**config.mk**
```make
export PLATFORM = sky130hd
export DESIGN_NAME = fact_mmio_responder
export DESIGN_NICKNAME = d
export VERILOG_FILES = /design/src/rtl/fact_pkg.sv /design/src/rtl/fact_iter_mul.sv /design/src/rtl/fact_mmio_responder.sv
export SDC_FILE = /design/constraint.sdc
export NUM_CORES = 1
export LEC_CHECK = 0
export BUFFER_PORTS_ARGS = -buffer_cell sky130_fd_sc_hd__buf_2
export CAP_MARGIN = 20
export CELL_PAD_IN_SITES_DETAIL_PLACEMENT = 1
export CELL_PAD_IN_SITES_GLOBAL_PLACEMENT = 1
export CORE_MARGIN = 2
export CORE_UTILIZATION = 46
export DETAILED_ROUTE_END_ITERATION = 8
export PLACE_DENSITY_LB_ADDON = 0.1
export SLEW_MARGIN = 25
export SYNTH_ARGS = -nofsm -noshare
export SYNTH_HDL_FRONTEND = slang
export SYNTH_SLANG_ARGS = --single-unit
```
**constraint.sdc**
```tcl
create_clock -name clk -period 5.1 [get_ports clk]
set_clock_uncertainty 0.1 [all_clocks]
set_input_delay 0.765 -clock clk [delete_from_list [all_inputs] [get_ports clk]]
set_output_delay 0.765 -clock clk [all_outputs]
set_load 0.005 [all_outputs]
```
**src/rtl/fact_pkg.sv**
```systemverilog
// Shared constants for the factorial MMIO responder: register map, STATUS bits,
// FSM encoding and the default operand limit.
package fact_pkg;

  localparam logic [1:0] ADDR_N      = 2'd0;
  localparam logic [1:0] ADDR_GO     = 2'd1;
  localparam logic [1:0] ADDR_STATUS = 2'd2;
  localparam logic [1:0] ADDR_RESULT = 2'd3;

  localparam int STAT_DONE = 0;
  localparam int STAT_ERR  = 1;
  localparam int STAT_BUSY = 2;

  localparam logic [0:0] ST_IDLE = 1'b0;
  localparam logic [0:0] ST_BUSY = 1'b1;

  localparam int MAX_N_DEFAULT = 12;

endpackage

```
**src/rtl/fact_iter_mul.sv**
```systemverilog
// Iterative factorial datapath: a down-counter and a running product that
// advances by one multiply per step.
module fact_iter_mul #(
  parameter int DW  = 32,
  parameter int N_W = 4
) (
  input  logic           clk,
  input  logic           rst,
  input  logic           load,
  input  logic           step,
  input  logic [N_W-1:0] n,
  output logic [DW-1:0]  prod,
  output logic           last
);

  logic [N_W-1:0] cnt;
  logic [DW-1:0]  cnt_ext;

  assign cnt_ext = DW'(cnt);
  // cnt of 0 or 1 means the product is final, so N=0 and N=1 both finish at 1
  assign last    = (cnt <= N_W'(1));

  always_ff @(posedge clk or negedge rst) begin
    if (!rst) begin
      cnt  <= '0;
      prod <= '0;
    end else if (load) begin
      cnt  <= n;
      prod <= DW'(1);
    end else if (step) begin
      prod <= prod * cnt_ext;
      cnt  <= cnt - N_W'(1);
    end
  end

endmodule

```
**src/rtl/fact_mmio_responder.sv**
```systemverilog
// Memory-mapped factorial accelerator: bus decode, done/err flags and the
// IDLE/BUSY sequencer around the iterative multiplier.
module fact_mmio_responder
  import fact_pkg::*;
#(
  parameter int DW    = 32,
  parameter int N_W   = 4,
  parameter int MAX_N = MAX_N_DEFAULT
) (
  input  logic          clk,
  input  logic          rst,
  input  logic          we,
  input  logic [1:0]    addr,
  input  logic [DW-1:0] wd,
  output logic [DW-1:0] rd,
  output logic          done,
  output logic          busy
);

  localparam logic [N_W-1:0] MAX_N_W = N_W'(MAX_N);

  logic [0:0]     state;
  logic [N_W-1:0] n_reg;
  logic [DW-1:0]  result;
  logic           done_r;
  logic           err_r;
  logic [DW-1:0]  prod;
  logic           last;
  logic           wr_n;
  logic           go_req;
  logic           n_ok;
  logic           load;
  logic           step;
  logic [DW-1:0]  status_word;
  logic           unused_wd;

  assign unused_wd = ^wd[DW-1:N_W];

  assign wr_n   = we && (addr == ADDR_N);
  assign go_req = we && (addr == ADDR_GO) && wd[0];
  assign n_ok   = (n_reg <= MAX_N_W);
  assign load   = go_req && (state == ST_IDLE) && n_ok;
  assign step   = (state == ST_BUSY) && !last;

  assign done = done_r;
  assign busy = (state == ST_BUSY);

  fact_iter_mul #(
    .DW  (DW),
    .N_W (N_W)
  ) u_iter (
    .clk  (clk),
    .rst  (rst),
    .load (load),
    .step (step),
    .n    (n_reg),
    .prod (prod),
    .last (last)
  );

  // GO is only honoured in IDLE; an out-of-range N reports an error without
  // ever entering BUSY
  always_ff @(posedge clk or negedge rst) begin
    if (!rst) begin
      state  <= ST_IDLE;
      n_reg  <= '0;
      result <= '0;
      done_r <= 1'b0;
      err_r  <= 1'b0;
    end else begin
      if (wr_n) begin
        n_reg <= wd[N_W-1:0];
      end
      if (state == ST_IDLE) begin
        if (go_req) begin
          if (n_ok) begin
            done_r <= 1'b0;
            err_r  <= 1'b0;
            state  <= ST_BUSY;
          end else begin
            result <= '0;
            err_r  <= 1'b1;
            done_r <= 1'b1;
          end
        end
      end else if (last) begin
        result <= prod;
        done_r <= 1'b1;
        state  <= ST_IDLE;
      end
    end
  end

  always_comb begin
    status_word            = '0;
    status_word[STAT_DONE] = done_r;
    status_word[STAT_ERR]  = err_r;
    status_word[STAT_BUSY] = busy;
  end

  always_comb begin
    rd = '0;
    case (addr)
      ADDR_N:      rd = DW'(n_reg);
      ADDR_GO:     rd = '0;
      ADDR_STATUS: rd = status_word;
      ADDR_RESULT: rd = result;
      default:     rd = '0;
    endcase
  end

endmodule
```
==> Flow_metrics.wiki, run 1 <==
{| class="wikitable"
! Metric !! Value
|-
| Registers with the highest flip-flop counts || result x32, u_iter.prod x32
|-
| Final core area utilization || 52.5%
|-
| Area growth syn-to-layout || 10.7%
|-
| Grt ovf || 0
|-
| Syn nets || around 920
|-
| Synthesized netlist cell count || approximately 800
|-
| Sequential standard cell area || about 1900 µm²
|-
| TritonCTS clock tree || built
|-
| Initial detailed-routing violation count || between 200 and 250
|-
| Share of final-layout standard cells stronger than drive strength 1 || 11.2%
|-
| Largest family of logic cells by synthesized area || adder cells
|-
| DRC || 0
|-
| Total Neg Setup Slack || 0 ns
|-
| H-tree level count || 3
|-
| Static Leak || roughly 3.9 nW
|-
| Share of the synthesized area in compound gates (AO/OA/AOI/OAI) || 15.7%
|-
| Routed via count || between 5,000 and 6,000
|-
| Proportion of netlist area held by the largest area contributor || ~27%
|-
| Count of final max-slew check failures || 0
|-
| Top cell type by total area after synthesis || sky130_fd_sc_hd__dfrtp_1
|-
| Max transition margin || 35.0%
|-
| Length of the first detailed-routing pass in iterations || 4
|-
| Synth Warn # || 0
|-
| Clock tree root buffer cell || sky130_fd_sc_hd__clkbuf_16
|-
| Antenna violations before repair || 0
|-
| Arrival time of the worst setup path || 4.59 ns
|-
| Effective utilization at floorplan || ~47%
|-
| Cell area after synthesis || 6910 µm²
|-
| Post-Route Hold Slack || between 0.3 and 0.4 ns
|-
| Total buffers and inverters traversed by the critical path || 2
|-
| Global placement routability congestion || 0.868
|-
| Number of endpoints with negative hold slack in the final report || 0
|-
| Library cell with the highest instance count after synthesis || sky130_fd_sc_hd__inv_1
|-
| Number of buffers created by CTS || 9
|-
| Flip-flop cell with the highest count after synthesis || sky130_fd_sc_hd__dfrtp_1
|-
| Overall routed net length || roughly 19 mm
|-
| Insertion delay to the later sink of the worst-skew pair || between 0.3 and 0.4 ns
|-
| Routed wirelength normalized by instance count || slightly below 20 µm
|-
| Top cells by instance count after synthesis || sky130_fd_sc_hd__inv_1, sky130_fd_sc_hd__nand2_1, sky130_fd_sc_hd__and2_1
|-
| Number of buffers on the longest clock path || 2
|-
| Fin worst setup slack || ~0.68 ns
|-
| Die area || 16,000 µm²
|-
| Final nets || ~950
|-
| Multiplexer share of the synthesized area || roughly 1.3%
|-
| Least-Margin Pin Slew || 0.972 ns
|-
| Placed cell count || 991
|-
| Number of global-route vias before repair || 6,282
|-
| Height of the die || between 100 and 150 µm
|-
| Synthesized-area fraction occupied by adder cells || a little under a quarter
|-
| Maximum net fanout on the critical path || 17
|-
| CTS Hold Buffers Added || 0
|-
| IO buf count || 42
|-
| Simple-gate portion of the synthesized area || 20.9%
|-
| Number of gates given a new drive strength after cts || 0
|-
| RSZ-0062 raised after global routing || no
|-
| Core box area || approximately 15,000 µm²
|-
| Area of all placed cells without fillers || roughly 7700 µm²
|-
| Post-synthesis sequential element count || 75
|-
| Post-detailed-route via-to-cell ratio || about 5.7
|-
| Top-Level Pins || 71
|-
| Leading post-synthesis cells by cell area || sky130_fd_sc_hd__dfrtp_1, sky130_fd_sc_hd__fa_1, sky130_fd_sc_hd__and2_1
|-
| Final critical delay including setup and external delays || approximately 4.4 ns
|-
| Area of placed instances || between 7000 and 8000 µm²
|-
| Pin count of the biggest net entering global routing || 76
|-
| Critical path class || reg -> reg
|-
| Setup bufs post-CTS || 0
|-
| Critical Path End Type || flop
|-
| Total global-route track usage || a little over a quarter
|-
| Count of max-cap constraint violations || 0
|-
| Floorplan row count || 44
|-
| Post-layout total power || about 3.2 mW
|-
| DP HPWL || 14.0 mm
|-
| Pre-CTS setup slack || 0.680 ns
|-
| Required @ worst endpoint || about 5.3 ns
|-
| Horizontal die dimension || 127 µm
|-
| Slowest stage cell on the critical path || sky130_fd_sc_hd__dfrtp_1
|-
| Peak Freq || about 230 MHz
|-
| Area of the multi-input gates || 4490 µm²
|-
| Final setup violation count || 0
|-
| Clock transition at the registers of the reported paths || around 0.07 ns
|-
| P per Cell Area || approximately 420 nW/µm²
|-
| Number of clock sinks seen by CTS || 75
|-
| Chain of cells forming the critical path || and2_1 -> fa_1 -> inv_1 -> fa_1 -> inv_1 -> ha_1 -> o21ai_0 -> a21oi_1 -> o211ai_1 -> a2111oi_2 -> o21ai_0 -> xor2_1 -> o21ai_0
|-
| Count of flip-flops with a built-in enable after synthesis || 0
|-
| Total of fill cells in the finished design || ~1,700
|-
| Sequential fraction of the synthesis area || ~27%
|-
| Count of inserted antenna diode cells || 0
|-
| Average instance area after synthesis || slightly below 9 µm²
|-
| Worst Setup Start Kind || flop
|-
| Cell mode on critical path || sky130_fd_sc_hd__o21ai_0
|-
| Peak supply drop || between 0.15 and 0.2 mV
|-
| Share of flip-flops with an asynchronous set or reset || between 90% and 100%
|-
| Post-DRT Antenna Nets || 0
|-
| Post-layout instance count excluding filler cells || a little over 1,000
|-
| Largest delay share family, worst path || compound AO/OA/AOI/OAI gates
|-
| Path class of the lowest-slack min-delay path || in -> async
|-
| Ratio of final minimum period to clock period || 86.7%
|-
| Parity-gate share of the synthesized area counting xor and xnor cells || between 3 and 4%
|-
| Run status || complete, no violations
|-
| Global-route wire length before repair || approximately 33 mm
|-
| Distinct cells, synth || 58
|-
| Highest cell delay on the worst timing path || approximately 0.6 ns
|}
[path summary, 6_finish.rpt]
check / depth (start not counted) / slack (ns) / to / startpoint
min in group clk: 2 / 0.37 / result[30]$_DFFE_PN0P_ / result[30]$_DFFE_PN0P_
worst min register to register: 2 / 0.37 / result[30]$_DFFE_PN0P_ / result[30]$_DFFE_PN0P_
worst min-delay path: 1 / 0.36 / result[7]$_DFFE_PN0P_ / rst
max in group asynchronous: 1 / 4.04 / u_iter.cnt[0]$_DFFE_PN0P_ / rst
worst max-delay path: 13 / 0.68 / u_iter.prod[24]$_DFFE_PN0P_ / u_iter.cnt[3]$_DFFE_PN0P_
worst max register to register: 13 / 0.68 / u_iter.prod[24]$_DFFE_PN0P_ / u_iter.cnt[3]$_DFFE_PN0P_
[routing by layer]
layer / part of all wire (%) / global-route usage (%) / wire, µm
met1: 46 / 35.3 / 8830
met2: 49 / 43.7 / 9480
met3: 3.7 / 2.83 / 717
met4: 1.7 / 8.40 / 334
met5: 0 / 0 / 0
[power by group]
part	internal [mW]	switching (mW)	total (mW)	leakage, nW
registers	0.784	0.297	1.08	0.990
clock network	0.483	0.292	0.774	0.170
logic	0.547	0.836	1.38	2.79
[cell type report]
| type | count | area share [%] |
|---|---|---|
| multi-input cells | 565 | 58.6 |
| flip-flops and latches | 75 | 24.5 |
| inverters | 118 | 5.79 |
| repair buffers | 49 | 3.51 |
| well taps | 184 | 3.01 |
| clock buffers | 9 | 2.94 |
| clock inverters | 7 | 1.63 |
[cells in the final DEF (no fill, tap or decap), types with 2 or more instances in the layout]
master	count
sky130_fd_sc_hd__a211oi_1	4
sky130_fd_sc_hd__a21o_1	7
sky130_fd_sc_hd__a21oi_1	30
sky130_fd_sc_hd__a22o_1	33
sky130_fd_sc_hd__a32oi_1	2
sky130_fd_sc_hd__and2_1	87
sky130_fd_sc_hd__and3_1	29
sky130_fd_sc_hd__buf_2	41
sky130_fd_sc_hd__buf_4	7
sky130_fd_sc_hd__bufinv_16	3
sky130_fd_sc_hd__clkbuf_16	9
sky130_fd_sc_hd__clkinv_4	3
sky130_fd_sc_hd__dfrtp_1	75
sky130_fd_sc_hd__fa_1	57
sky130_fd_sc_hd__ha_1	34
sky130_fd_sc_hd__inv_1	118
sky130_fd_sc_hd__mux2_2	8
sky130_fd_sc_hd__nand2_1	102
sky130_fd_sc_hd__nand2b_1	4
sky130_fd_sc_hd__nand3_1	11
sky130_fd_sc_hd__nand4_1	3
sky130_fd_sc_hd__nor2_1	19
sky130_fd_sc_hd__nor2b_1	4
sky130_fd_sc_hd__nor3_1	6
sky130_fd_sc_hd__nor4_1	2
sky130_fd_sc_hd__o211ai_1	3
sky130_fd_sc_hd__o21a_1	2
sky130_fd_sc_hd__o21ai_0	43
sky130_fd_sc_hd__o21ai_2	3
sky130_fd_sc_hd__o21bai_1	5
sky130_fd_sc_hd__o221ai_1	4
sky130_fd_sc_hd__o31ai_1	2
sky130_fd_sc_hd__or2_2	2
sky130_fd_sc_hd__xnor2_1	22
sky130_fd_sc_hd__xor2_1	9
[worst register-to-register path, cell delays in order, from the launching register on]
cell                        delay (ns)
sky130_fd_sc_hd__dfrtp_1          0.61
sky130_fd_sc_hd__and2_1           0.28
sky130_fd_sc_hd__fa_1             0.54
sky130_fd_sc_hd__inv_1            0.06
sky130_fd_sc_hd__fa_1             0.54
sky130_fd_sc_hd__inv_1            0.04
sky130_fd_sc_hd__ha_1             0.36
sky130_fd_sc_hd__o21ai_0          0.12
sky130_fd_sc_hd__a21oi_1          0.37
sky130_fd_sc_hd__o211ai_1         0.22
sky130_fd_sc_hd__a2111oi_2        0.53
sky130_fd_sc_hd__o21ai_0          0.23
sky130_fd_sc_hd__xor2_1           0.18
sky130_fd_sc_hd__o21ai_0          0.16
[kinds of logic after synthesis]
logic type,after synthesis
flip-flops,75
AND/OR/NAND/NOR,279
multiplexers,8
buffers and inverters,153
adder cells (fa/ha/maj),91
XOR/XNOR,31
AO/OA/AOI/OAI,156
(Power assumes the default switching activity.)
==> run 2, diff against run 1 <==
ABC_AREA = 1   (was default)
CORE_UTILIZATION = 44   (was 46)
==> run 2 against run 1 <==
Worst setup slack better by 0.31 ns. Sequential share of layout area down 2.5 points. Highest routed layer unchanged. Largest power group unchanged. Non-clock buffer count up 1. Via count up 27%. Maximum frequency up 7.6%. Total power up 12%. Wire length up 17%. Sequential cell count unchanged.
==> Flow_metrics.wiki, run 2 <==
{| class="wikitable"
! Metric !! Value
|-
| Run status || complete, no violations
|-
| Chain of cells forming the critical path || buf_4 -> nand2_1 -> inv_1 -> ha_1 -> inv_1 -> fa_1 -> inv_1 -> fa_1 -> nand3_1 -> nand3_1 -> nand3_1 -> nand3_1 -> nand2_1 -> nand2_1 -> nand2_1 -> nand3_1 -> nand2_1
|-
| Count of inserted antenna diode cells || 0 (unchanged)
|-
| Final setup violation count || 0 (unchanged)
|-
| Die area || 18,900 µm² (+18%)
|-
| Slowest stage cell on the critical path || sky130_fd_sc_hd__dfrtp_1
|-
| Overall routed net length || 22.7 mm (+17%)
|-
| Top cell type by total area after synthesis || sky130_fd_sc_hd__dfrtp_1
|-
| Share of flip-flops with an asynchronous set or reset || 100% (unchanged)
|-
| Height of the die || 137 µm (+8.6%)
|-
| Final core area utilization || 49.1% (-3.3 points)
|-
| Max transition margin || 34.1% (-0.92 points)
|-
| Number of clock sinks seen by CTS || 75 (unchanged)
|-
| TritonCTS clock tree || built
|-
| H-tree level count || 3 (unchanged)
|-
| Required @ worst endpoint || 5.28 ns (about the same)
|-
| Proportion of netlist area held by the largest area contributor || 24.0% (-3.2 points)
|-
| RSZ-0062 raised after global routing || no
|-
| Largest delay share family, worst path || simple AND/OR/NAND/NOR gates
|-
| Synthesized netlist cell count || 1,199 (+51%)
|-
| Ratio of final minimum period to clock period || 80.5% (-6.2 points)
|-
| Share of final-layout standard cells stronger than drive strength 1 || 7.47% (-3.7 points)
|-
| Flip-flop cell with the highest count after synthesis || sky130_fd_sc_hd__dfrtp_1
|-
| Total global-route track usage || 25.7% (-0.28 points)
|-
| Global-route wire length before repair || 37.8 mm (+14%)
|-
| Library cell with the highest instance count after synthesis || sky130_fd_sc_hd__nand2_1
|-
| Placed cell count || 1,441 (+45%)
|-
| Area of placed instances || 8220 µm² (+13%)
|-
| Pre-CTS setup slack || 1.08 ns (+0.396 ns)
|-
| Length of the first detailed-routing pass in iterations || 4 (unchanged)
|-
| Floorplan row count || 48 (+9.1%)
|-
| Arrival time of the worst setup path || 4.29 ns (-0.30 ns)
|-
| Post-detailed-route via-to-cell ratio || 4.96 (-12%)
|-
| IO buf count || 42 (unchanged)
|-
| Grt ovf || 0 (unchanged)
|-
| Area of all placed cells without fillers || 8530 µm² (+11%)
|-
| Count of flip-flops with a built-in enable after synthesis || 0 (unchanged)
|-
| FF-to-FF Start || u_iter.cnt[2]$_DFFE_PN0P_
|-
| Peak Freq || 244 MHz (+7.6%)
|-
| Effective utilization at floorplan || 45.1% (-2.3 points)
|-
| Number of buffers on the longest clock path || 2 (unchanged)
|-
| Leading post-synthesis cells by cell area || sky130_fd_sc_hd__dfrtp_1, sky130_fd_sc_hd__nand2_1, sky130_fd_sc_hd__inv_1
|-
| Synth Warn # || 0 (unchanged)
|-
| Maximum net fanout on the critical path || 19 (+2)
|-
| Top-Level Pins || 71 (unchanged)
|-
| CTS Hold Buffers Added || 0 (unchanged)
|-
| Worst Setup Start Kind || flop
|-
| Critical path class || reg -> reg
|-
| Highest cell delay on the worst timing path || 0.81 ns (+0.20 ns)
|-
| Static Leak || 5.30 nW (+34%)
|-
| Insertion delay to the later sink of the worst-skew pair || 0.35 ns (about the same)
|-
| Syn nets || 1,327 (+44%)
|-
| Internal power consumption || 1.83 mW (+1.1%)
|-
| Post-layout total power || 3.63 mW (+12%)
|-
| Least-Margin Pin Slew || 0.988 ns (+0.0161 ns)
|-
| Commonest non-fill, non-tap cells in the layout || sky130_fd_sc_hd__nand2_1, sky130_fd_sc_hd__inv_1, sky130_fd_sc_hd__nor2_1, sky130_fd_sc_hd__dfrtp_1, sky130_fd_sc_hd__nand3_1
|-
| Post-DRT Antenna Nets || 0 (unchanged)
|-
| Distinct cells, synth || 36 (-38%)
|-
| Total Neg Setup Slack || 0 ns (unchanged)
|-
| Number of endpoints with negative hold slack in the final report || 0 (unchanged)
|-
| Critical Path End Type || flop
|-
| Path class of the lowest-slack min-delay path || in -> async
|-
| Horizontal die dimension || 137 µm (+8.6%)
|-
| Most common cell after layout, fill and taps aside || sky130_fd_sc_hd__nand2_1
|-
| P per Cell Area || 426 nW/µm² (+0.74%)
|-
| Count of final max-slew check failures || 0 (unchanged)
|-
| Core box area || 17,400 µm² (+19%)
|-
| Number of global-route vias before repair || 7,444 (+18%)
|-
| Net Switching || 1.80 mW (+26%)
|-
| Share of total power consumed by net switching || 49.6% (+5.6 points)
|-
| Average instance area after synthesis || 6.53 µm² (-25%)
|-
| Cell area after synthesis || 7830 µm² (+13%)
|-
| Post-layout instance count excluding filler cells || 1,457 (+45%)
|-
| Sequential fraction of the synthesis area || 24.0% (-3.2 points)
|-
| DP HPWL || 17.6 mm (+25%)
|-
| Global placement routability congestion || 0.976 (+13%)
|-
| Pin count of the biggest net entering global routing || 49 (-36%)
|-
| Count of max-cap constraint violations || 0 (unchanged)
|-
| Top cells by instance count after synthesis || sky130_fd_sc_hd__nand2_1, sky130_fd_sc_hd__inv_1, sky130_fd_sc_hd__dfrtp_1, sky130_fd_sc_hd__nor2_1, sky130_fd_sc_hd__nand3_1
|-
| Peak supply drop || 0.219 mV (+16%)
|-
| Antenna violations before repair || 0 (unchanged)
|-
| Setup bufs post-CTS || 0 (unchanged)
|-
| Number of gates given a new drive strength after cts || 0 (unchanged)
|-
| Clock Power Share || 18.7% (-5.2 points)
|-
| Area growth syn-to-layout || 8.88%
|-
| DRC || 0 (unchanged)
|-
| Clock tree root buffer cell || sky130_fd_sc_hd__clkbuf_16
|-
| Fin worst setup slack || 0.994 ns (+0.314 ns)
|-
| Worst setup path start || u_iter.cnt[2]$_DFFE_PN0P_
|-
| Clock transition at the registers of the reported paths || 0.06 ns (about the same)
|-
| Total buffers and inverters traversed by the critical path || 4 (+2)
|-
| Initial detailed-routing violation count || 282 (+18%)
|-
| Final critical delay including setup and external delays || 4.11 ns (-0.314 ns)
|-
| Routed via count || 7,227 (+27%)
|-
| Post-Route Hold Slack || 0.237 ns (-0.122 ns)
|-
| Number of buffers created by CTS || 9 (unchanged)
|-
| Post-synthesis sequential element count || 75 (unchanged)
|-
| Routed wirelength normalized by instance count || 15.6 µm (-19%)
|-
| Reg power frac || 30.7% (-2.7 points)
|-
| Final nets || 1,355 (+43%)
|-
| Combinational fraction of design power || 50.6% (+7.9 points)
|-
| Registers with the highest flip-flop counts || result x32, u_iter.prod x32
|}
## run 2: logic make-up after synthesis
logic type / Yosys count / share of synthesized area (%)
compound gates: 114 / 8.62
xor+xnor: 5 / 0.559
fa+ha+maj: 91 / 20.0
simple gates: 528 / 27.7
buf+inv: 386 / 19.2
flops: 75 / 24.0
## run 2: power by group through the flow
stage	clock network, mW	logic [mW]	registers [mW]
global route	0.714	2.16	1.15
global placement	0	1.75	1.11
finish	0.680	1.84	1.12
floorplan	0	1.46	0.926
CTS	0.698	1.87	1.12
detailed placement	0	1.84	1.12
## run 2: final cells by class
class,instances,area [µm²]
Fill cell,2397,8830
Multi-Input combinational cell,738,4460
Sequential cell,75,1880
Inverter,353,1330
Tap cell,225,282
Timing Repair Buffer,50,273
Clock buffer,11,253
Clock inverter,5,60.1
## run 2: path summary, 6_finish.rpt
kind / to / slack, ns / cells past startpoint
setup / recovery: u_iter.prod[30]$_DFFE_PN0P_ / 0.99 / 17
hold / removal: result[7]$_DFFE_PN0P_ / 0.24 / 1
setup reg to reg: u_iter.prod[30]$_DFFE_PN0P_ / 0.99 / 17
hold reg to reg: n_reg[0]$_DFFE_PN0P_ / 0.40 / 2
max in group asynchronous: result[22]$_DFFE_PN0P_ / 3.67 / 2
min in group clk: n_reg[0]$_DFFE_PN0P_ / 0.40 / 2
## run 2: layer usage
layer | GRT usage, % | vias up | routed length (µm)
met4 | 5.56 | 0 | 271
met2 | 44.7 | 109 | 11000
li1 | - | 3570 | -
met1 | 34.7 | 3527 | 10700
met5 | 0 | - | 0
met3 | 2.58 | 21 | 784
